--- src/rtl/tile_fetch_scheduler.sv ---
// Walks a frame in 8x8 tile order, streams each tile's 64 pixels through a
// 2-entry credit-controlled FIFO, then waits for the tile buffer to drain.
module tile_fetch_scheduler #(
  parameter int IMG_W  = 64,
  parameter int IMG_H  = 64,
  parameter int ADDR_W = 20
) (
  input  logic              i_clk,
  input  logic              i_rst,
  input  logic              i_start,
  input  logic              i_abort,
  input  logic [ADDR_W-1:0] i_base_addr,
  output logic              o_rd_en,
  output logic [ADDR_W-1:0] o_rd_addr,
  input  logic [31:0]       i_rd_data,
  output logic [31:0]       m_axis_data,
  output logic              m_axis_valid,
  input  logic              m_axis_ready,
  input  logic              i_tile_done,
  output logic [7:0]        o_tile_x,
  output logic [7:0]        o_tile_y,
  output logic              o_busy,
  output logic              o_frame_done
);

  localparam int TILES_X = IMG_W / 8;
  localparam int TILES_Y = IMG_H / 8;
  localparam int EW      = (ADDR_W > 32) ? ADDR_W : 32;
  localparam logic [7:0] TX_LAST = 8'(TILES_X - 1);
  localparam logic [7:0] TY_LAST = 8'(TILES_Y - 1);

  generate
    if ((IMG_W % 8) != 0 || (IMG_H % 8) != 0 || IMG_W < 8 || IMG_H < 8 ||
        TILES_X > 256 || TILES_Y > 256) begin : g_bad_geometry
      $error("tile_fetch_scheduler: IMG_W/IMG_H must be multiples of 8 with at most 256 tiles per axis");
    end
  endgenerate

  typedef enum logic [2:0] {S_IDLE, S_FETCH, S_DRAIN, S_NEXT, S_DONE} state_t;

  state_t              state_q, state_d;
  logic [ADDR_W-1:0]   base_q, base_d;
  logic [7:0]          tile_x_q, tile_x_d;
  logic [7:0]          tile_y_q, tile_y_d;
  logic [6:0]          rd_pix_q, rd_pix_d;
  logic [6:0]          beat_q, beat_d;
  logic                rd_en_q, rd_en_d;
  logic [ADDR_W-1:0]   rd_addr_q, rd_addr_d;
  logic                rd_pend_q, rd_pend_d;
  logic [23:0]         fifo0_q, fifo0_d;
  logic [23:0]         fifo1_q, fifo1_d;
  logic                wr_ptr_q, wr_ptr_d;
  logic                rd_ptr_q, rd_ptr_d;
  logic [1:0]          fifo_cnt_q, fifo_cnt_d;
  logic                done_seen_q, done_seen_d;
  logic                frame_done_q, frame_done_d;
  logic                busy_q, busy_d;

  logic                valid;
  logic                pop;
  logic                push;
  logic [2:0]          occ;
  logic                credit;
  logic                last_tile;
  logic                unused_rd_hi;

  assign unused_rd_hi = ^i_rd_data[31:24];

  function automatic logic [ADDR_W-1:0] pix_addr(input logic [ADDR_W-1:0] base,
                                                 input logic [7:0] tx,
                                                 input logic [7:0] ty,
                                                 input logic [5:0] pix);
    logic [EW-1:0] sum;
    sum = EW'(base) + EW'({ty, pix[5:3]}) * EW'(IMG_W) + EW'({tx, pix[2:0]});
    return sum[ADDR_W-1:0];
  endfunction

  always_comb begin
    state_d      = state_q;
    base_d       = base_q;
    tile_x_d     = tile_x_q;
    tile_y_d     = tile_y_q;
    rd_pix_d     = rd_pix_q;
    beat_d       = beat_q;
    rd_en_d      = 1'b0;
    rd_addr_d    = rd_addr_q;
    rd_pend_d    = rd_en_q;
    fifo0_d      = fifo0_q;
    fifo1_d      = fifo1_q;
    wr_ptr_d     = wr_ptr_q;
    rd_ptr_d     = rd_ptr_q;
    done_seen_d  = done_seen_q;
    frame_done_d = 1'b0;

    valid     = (fifo_cnt_q != 2'd0);
    pop       = valid && m_axis_ready;
    push      = rd_pend_q;
    last_tile = (tile_x_q == TX_LAST) && (tile_y_q == TY_LAST);

    // Credits cover FIFO contents plus both read pipeline stages, so a read
    // issued now always has a slot when its data lands two cycles later.
    occ    = 3'(fifo_cnt_q) + 3'(rd_en_q) + 3'(rd_pend_q);
    credit = (occ < 3'd2) || (pop && occ == 3'd2);

    if (push) begin
      if (wr_ptr_q) fifo1_d = i_rd_data[23:0];
      else          fifo0_d = i_rd_data[23:0];
      wr_ptr_d = ~wr_ptr_q;
    end
    if (pop) rd_ptr_d = ~rd_ptr_q;
    fifo_cnt_d = fifo_cnt_q + 2'(push) - 2'(pop);

    case (state_q)
      S_IDLE: begin
        if (i_start) begin
          base_d      = i_base_addr;
          tile_x_d    = '0;
          tile_y_d    = '0;
          rd_en_d     = 1'b1;
          rd_addr_d   = i_base_addr;
          rd_pix_d    = 7'd1;
          beat_d      = '0;
          done_seen_d = 1'b0;
          state_d     = S_FETCH;
        end
      end
      S_FETCH: begin
        if (i_tile_done) done_seen_d = 1'b1;
        if (rd_pix_q < 7'd64 && credit) begin
          rd_en_d   = 1'b1;
          rd_addr_d = pix_addr(base_q, tile_x_q, tile_y_q, rd_pix_q[5:0]);
          rd_pix_d  = rd_pix_q + 7'd1;
        end
        if (pop) begin
          beat_d = beat_q + 7'd1;
          if (beat_q == 7'd63) state_d = S_DRAIN;
        end
      end
      S_DRAIN: begin
        if (i_tile_done || done_seen_q) begin
          done_seen_d = 1'b0;
          state_d     = S_NEXT;
        end
      end
      S_NEXT: begin
        if (last_tile) begin
          frame_done_d = 1'b1;
          state_d      = S_DONE;
        end else begin
          if (tile_x_q == TX_LAST) begin
            tile_x_d = '0;
            tile_y_d = tile_y_q + 8'd1;
          end else begin
            tile_x_d = tile_x_q + 8'd1;
          end
          rd_en_d   = 1'b1;
          rd_addr_d = pix_addr(base_q, tile_x_d, tile_y_d, 6'd0);
          rd_pix_d  = 7'd1;
          beat_d    = '0;
          state_d   = S_FETCH;
        end
      end
      S_DONE:  state_d = S_IDLE;
      default: state_d = S_IDLE;
    endcase

    if (state_q != S_IDLE && i_abort) begin
      state_d      = S_IDLE;
      rd_en_d      = 1'b0;
      rd_pend_d    = 1'b0;
      fifo_cnt_d   = '0;
      wr_ptr_d     = 1'b0;
      rd_ptr_d     = 1'b0;
      done_seen_d  = 1'b0;
      frame_done_d = 1'b0;
    end

    busy_d = (state_d != S_IDLE);
  end

  always_ff @(posedge i_clk) begin
    if (!i_rst) begin
      state_q      <= S_IDLE;
      base_q       <= '0;
      tile_x_q     <= '0;
      tile_y_q     <= '0;
      rd_pix_q     <= '0;
      beat_q       <= '0;
      rd_en_q      <= 1'b0;
      rd_addr_q    <= '0;
      rd_pend_q    <= 1'b0;
      fifo0_q      <= '0;
      fifo1_q      <= '0;
      wr_ptr_q     <= 1'b0;
      rd_ptr_q     <= 1'b0;
      fifo_cnt_q   <= '0;
      done_seen_q  <= 1'b0;
      frame_done_q <= 1'b0;
      busy_q       <= 1'b0;
    end else begin
      state_q      <= state_d;
      base_q       <= base_d;
      tile_x_q     <= tile_x_d;
      tile_y_q     <= tile_y_d;
      rd_pix_q     <= rd_pix_d;
      beat_q       <= beat_d;
      rd_en_q      <= rd_en_d;
      rd_addr_q    <= rd_addr_d;
      rd_pend_q    <= rd_pend_d;
      fifo0_q      <= fifo0_d;
      fifo1_q      <= fifo1_d;
      wr_ptr_q     <= wr_ptr_d;
      rd_ptr_q     <= rd_ptr_d;
      fifo_cnt_q   <= fifo_cnt_d;
      done_seen_q  <= done_seen_d;
      frame_done_q <= frame_done_d;
      busy_q       <= busy_d;
    end
  end

  assign o_rd_en      = rd_en_q;
  assign o_rd_addr    = rd_addr_q;
  assign m_axis_valid = valid;
  assign m_axis_data  = valid ? {8'h00, (rd_ptr_q ? fifo1_q : fifo0_q)} : '0;
  assign o_tile_x     = tile_x_q;
  assign o_tile_y     = tile_y_q;
  assign o_busy       = busy_q;
  assign o_frame_done = frame_done_q;

endmodule

--- config.mk ---
export PLATFORM = sky130hd
export DESIGN_NAME = tile_fetch_scheduler
export DESIGN_NICKNAME = d
export VERILOG_FILES = /design/src/rtl/tile_fetch_scheduler.sv
export SDC_FILE = /design/constraint.sdc
export NUM_CORES = 1
export LEC_CHECK = 0
export CAP_MARGIN = 0
export CORE_MARGIN = 1.5
export CORE_UTILIZATION = 58
export DETAILED_ROUTE_END_ITERATION = 10
export DONT_BUFFER_PORTS = 1
export GPL_ROUTABILITY_DRIVEN = 0
export PLACE_DENSITY = 0.75
export SETUP_SLACK_MARGIN = 0.2
export SLEW_MARGIN = 20
export SYNTH_ARGS = -nofsm -noshare
export SYNTH_HDL_FRONTEND = slang
export SYNTH_SLANG_ARGS = --single-unit
--- constraint.sdc ---
create_clock -name i_clk -period 3.76 [get_ports i_clk]
set_clock_uncertainty 0.15 [all_clocks]
set_input_delay 0.752 -clock i_clk [delete_from_list [all_inputs] [get_ports i_clk]]
set_output_delay 0.752 -clock i_clk [all_outputs]
set_load 0.02 [all_outputs]
==> results.sh <==
export IMPL_worstMarginPinSlew_ns=1.030
export IMPL_cts_reportedPaths_clkPinSlew_ns=0.06
export IMPL_critPathKind="register to register"
export IMPL_fin_cells=1198
export IMPL_grt_met3_usage=0.07950
export IMPL_num_fill_cells=1076
export IMPL_p_leak_nw=3.618
export IMPL_synth_enable_flop_cells=0
export IMPL_detailedPlacementHpwl_um=13860
export IMPL_critical_path_peak_fanout=3
export IMPL_die_y_um=119.4
export IMPL_gr_usage_met2=0.4678
export IMPL_max_slew_margin=0.3135
export IMPL_post_route_cell_area_um2=9109
export IMPL_vdd_drop_max_mv=0.3119
export IMPL_area_growth_syn_to_layout_pct=15.98
export IMPL_yosysSeqAreaShare=0.3314
export IMPL_drive_above_1_share=0.1448
export IMPL_floorplan_rows=42
export IMPL_grt_max_degree=53
export IMPL_tritoncts="yes"
export IMPL_whs_path_depth=2
export IMPL_gr_total_overflow=0
export IMPL_synth_cell_type_count=67
export IMPL_setup_repair_after_global_routing_missed_its_margin="true"
export IMPL_min_path_type="register to register"
export IMPL_ant_nets=0
export IMPL_power_density_cell_area_nw_per_um2=409.9
export IMPL_initial_standard_cell_utilization_of_the_core=0.5931
export IMPL_vias=7115
export IMPL_grt_busiest_layer="met2"
export IMPL_timing_final_hold_violations=0
export IMPL_syn_instance_count=992
export IMPL_post_route_drc_count=0
export IMPL_r2r_start="o_tile_x[3]$_SDFFE_PN0P_"
export IMPL_placeableCoreArea_um2=13240
export IMPL_synth_async_reset_ratio=0
export IMPL_synth_top_area_frac=0.3314
export IMPL_post_synth_top_area_cell="sky130_fd_sc_hd__dfxtp_1"
export IMPL_gr_usage_met1=0.3807
export IMPL_maxSlewViolCount=0
export IMPL_global_route_usage_total=0.2946
export IMPL_first_drt_iteration_drcs=539
export IMPL_synth_flop_cell="sky130_fd_sc_hd__dfxtp_1"
export IMPL_clock_sink_total=130
export IMPL_die_area_um2=14250
export IMPL_cts_made_buffers=17
export IMPL_boundaryPins=130
export IMPL_outcome="finished, final reports clean"
export IMPL_r2r_worst_path_cells=14
export IMPL_antennaDiodeCount=0
export IMPL_post_synth_top_count_cell="sky130_fd_sc_hd__nand2_1"
export IMPL_finalSetupViolCount=0
export IMPL_die_width_um=119.4
export IMPL_r2r_slack_ns=0.03
export IMPL_drv_max_cap_violation_count=0
export IMPL_ctsLongestPathBuffers=2
export IMPL_power_total_mw=3.734
export IMPL_end_of_the_worst_register_to_register_path="o_rd_addr[16]$_SDFFE_PN0P_"
export IMPL_cp_startpoint="o_tile_x[3]$_SDFFE_PN0P_"
export IMPL_syn_area_per_cell_um2=7.917
export IMPL_setup_worst_path_start_class="register"
export IMPL_grt_first_pass_wirelength_um=33260
export IMPL_top_cells_by_area_synth="sky130_fd_sc_hd__dfxtp_1, sky130_fd_sc_hd__ha_1, sky130_fd_sc_hd__nand2_1"
export IMPL_first_global_vias=6656
export IMPL_post_route_period_util=0.9925
export IMPL_depth_of_the_cts_h_tree=4
export IMPL_viasPerCell=5.939
export IMPL_latest_clock_arrival_within_the_worst_skew_pair_ns=0.43
export IMPL_holdWs_ns=0.3030
export IMPL_place_detailed_instances=1154
export IMPL_clockRootBuffer="sky130_fd_sc_hd__clkbuf_16"
export IMPL_synth_cell_area_um2=7854
export IMPL_critPathCaptureType="register"
export IMPL_drt_pass1_iter_count=6
export IMPL_cp_required_ns=3.88
export IMPL_synth_ff_latch_count=130
export IMPL_grt_antenna_before_repair=0
export IMPL_finalWirelength_um=20880
export IMPL_worst_path_arrival_time_ns=3.85
export IMPL_hold_end="fifo1_q[11]$_SDFFE_PN0P_"
export IMPL_synthTopCellsByCount="sky130_fd_sc_hd__nand2_1, sky130_fd_sc_hd__dfxtp_1, sky130_fd_sc_hd__a21oi_1"
export IMPL_max_freq_mhz=268.0
export IMPL_min_from="fifo1_q[11]$_SDFFE_PN0P_"
export IMPL_finish_net_count=1141
export IMPL_portBuffers=0
export IMPL_fin_crit_ns=3.732
export IMPL_placement_cell_area_um2=8170
export IMPL_yosysWarningCount=0
export IMPL_drt_wirelength_per_cell_um=17.43
[layer usage]
| layer | up-vias | wire [um] |
|---|---|---|
| met3 | 53 | 1745 |
| met2 | 280 | 9687 |
| met1 | 3309 | 8880 |
| met4 | 0 | 568 |
| li1 | 3473 | - |
| met5 | - | 0 |
[sequential cells by signal, indices dropped and copies added (netlist names), 2 cells and up]
signal and cells:
base_q 20, state_q 3, o_tile_x 8, fifo1_q 24
o_rd_addr 20, fifo0_q 24, o_tile_y 8, fifo_cnt_q 2
rd_pix_q 7, beat_q 7
[kinds of logic after synthesis]
family | share of synthesized area
compound gates | 0.1880
xor+xnor | 0.05018
fa+ha+maj | 0.1259
buf+inv | 0.04588
flops | 0.3314
mux | 0.04349
other cells | 0.0004775
simple gates | 0.2148
[cell type report]
cell class,count,area (um2),area share
timing repair buffer,51,414.1,0.04547
multi-input combinational,789,5207,0.5717
tap,176,220.2,0.02418
clock buffer,19,442.9,0.04863
clock inverter,12,136.4,0.01497
inverter,21,78.83,0.008654
sequential,130,2609,0.2864
[worst max-delay path by stage]
stage,to,slack [ns]
2_1_floorplan,o_rd_addr[14]$_SDFFE_PN0P_,0.17
3_3_place_gp,o_rd_addr[19]$_SDFFE_PN0P_,-0.04
3_5_place_dp,o_rd_addr[19]$_SDFFE_PN0P_,-0.09
4_1_cts,o_rd_addr[19]$_SDFFE_PN0P_,0.04
5_1_grt,o_rd_addr[18]$_SDFFE_PN0P_,-0.17
6_report,o_rd_addr[16]$_SDFFE_PN0P_,0.03
[critical path, stage by stage (launching register included)]
cell and delay, ns:
sky130_fd_sc_hd__dfxtp_2 0.32, sky130_fd_sc_hd__or4_4 0.55, sky130_fd_sc_hd__or3_4 0.41, sky130_fd_sc_hd__nor2_4 0.13, sky130_fd_sc_hd__and3_4 0.22, sky130_fd_sc_hd__xor2_1 0.16
sky130_fd_sc_hd__ha_1 0.28, sky130_fd_sc_hd__ha_4 0.31, sky130_fd_sc_hd__nand2_2 0.08, sky130_fd_sc_hd__o21ai_2 0.15, sky130_fd_sc_hd__nand2_2 0.09, sky130_fd_sc_hd__o21ba_2 0.22
sky130_fd_sc_hd__xnor2_1 0.14, sky130_fd_sc_hd__a221oi_1 0.26, sky130_fd_sc_hd__a21oi_1 0.10
[stage by stage]
stage,util,setup TNS [ns],setup slack [ns]
floorplan,-,0,0.1663
global placement,0.6170,-0.03627,-0.03627
detailed placement,0.6170,-0.09529,-0.08641
CTS,0.6799,0,0.03672
global route,0.6878,-0.4902,-0.1699
finish,0.6878,0,0.02824
[repair_timing]
action | CTS | global route
endpoints found under the setup margin | 8 | 10
resized for setup | 43 | 18
setup buffers | 10 | 3
hold buffers | 0 | 0
pin swaps | 35 | 22
[power breakdown]
part	total [mW]	leakage [nW]	internal (mW)	switching, mW
Combinational	0.559	2.27	0.200	0.359
Clock	1.63	0.287	0.991	0.639
Sequential	1.54	1.06	1.45	0.0976
Total	3.73	3.62	2.64	1.10
[layout by cell type, fill, tap and decap left out, types with 19 or more instances in the layout]
master / n
sky130_fd_sc_hd__ha_1: 54
sky130_fd_sc_hd__xnor2_1: 24
sky130_fd_sc_hd__xor2_1: 19
sky130_fd_sc_hd__buf_4: 45
sky130_fd_sc_hd__nand2_1: 180
sky130_fd_sc_hd__dfxtp_1: 125
sky130_fd_sc_hd__nand3_1: 22
sky130_fd_sc_hd__mux2i_1: 32
sky130_fd_sc_hd__a21oi_1: 116
sky130_fd_sc_hd__o21ai_0: 28
sky130_fd_sc_hd__nor2_1: 97
Power figures use the tool's default switching activity.
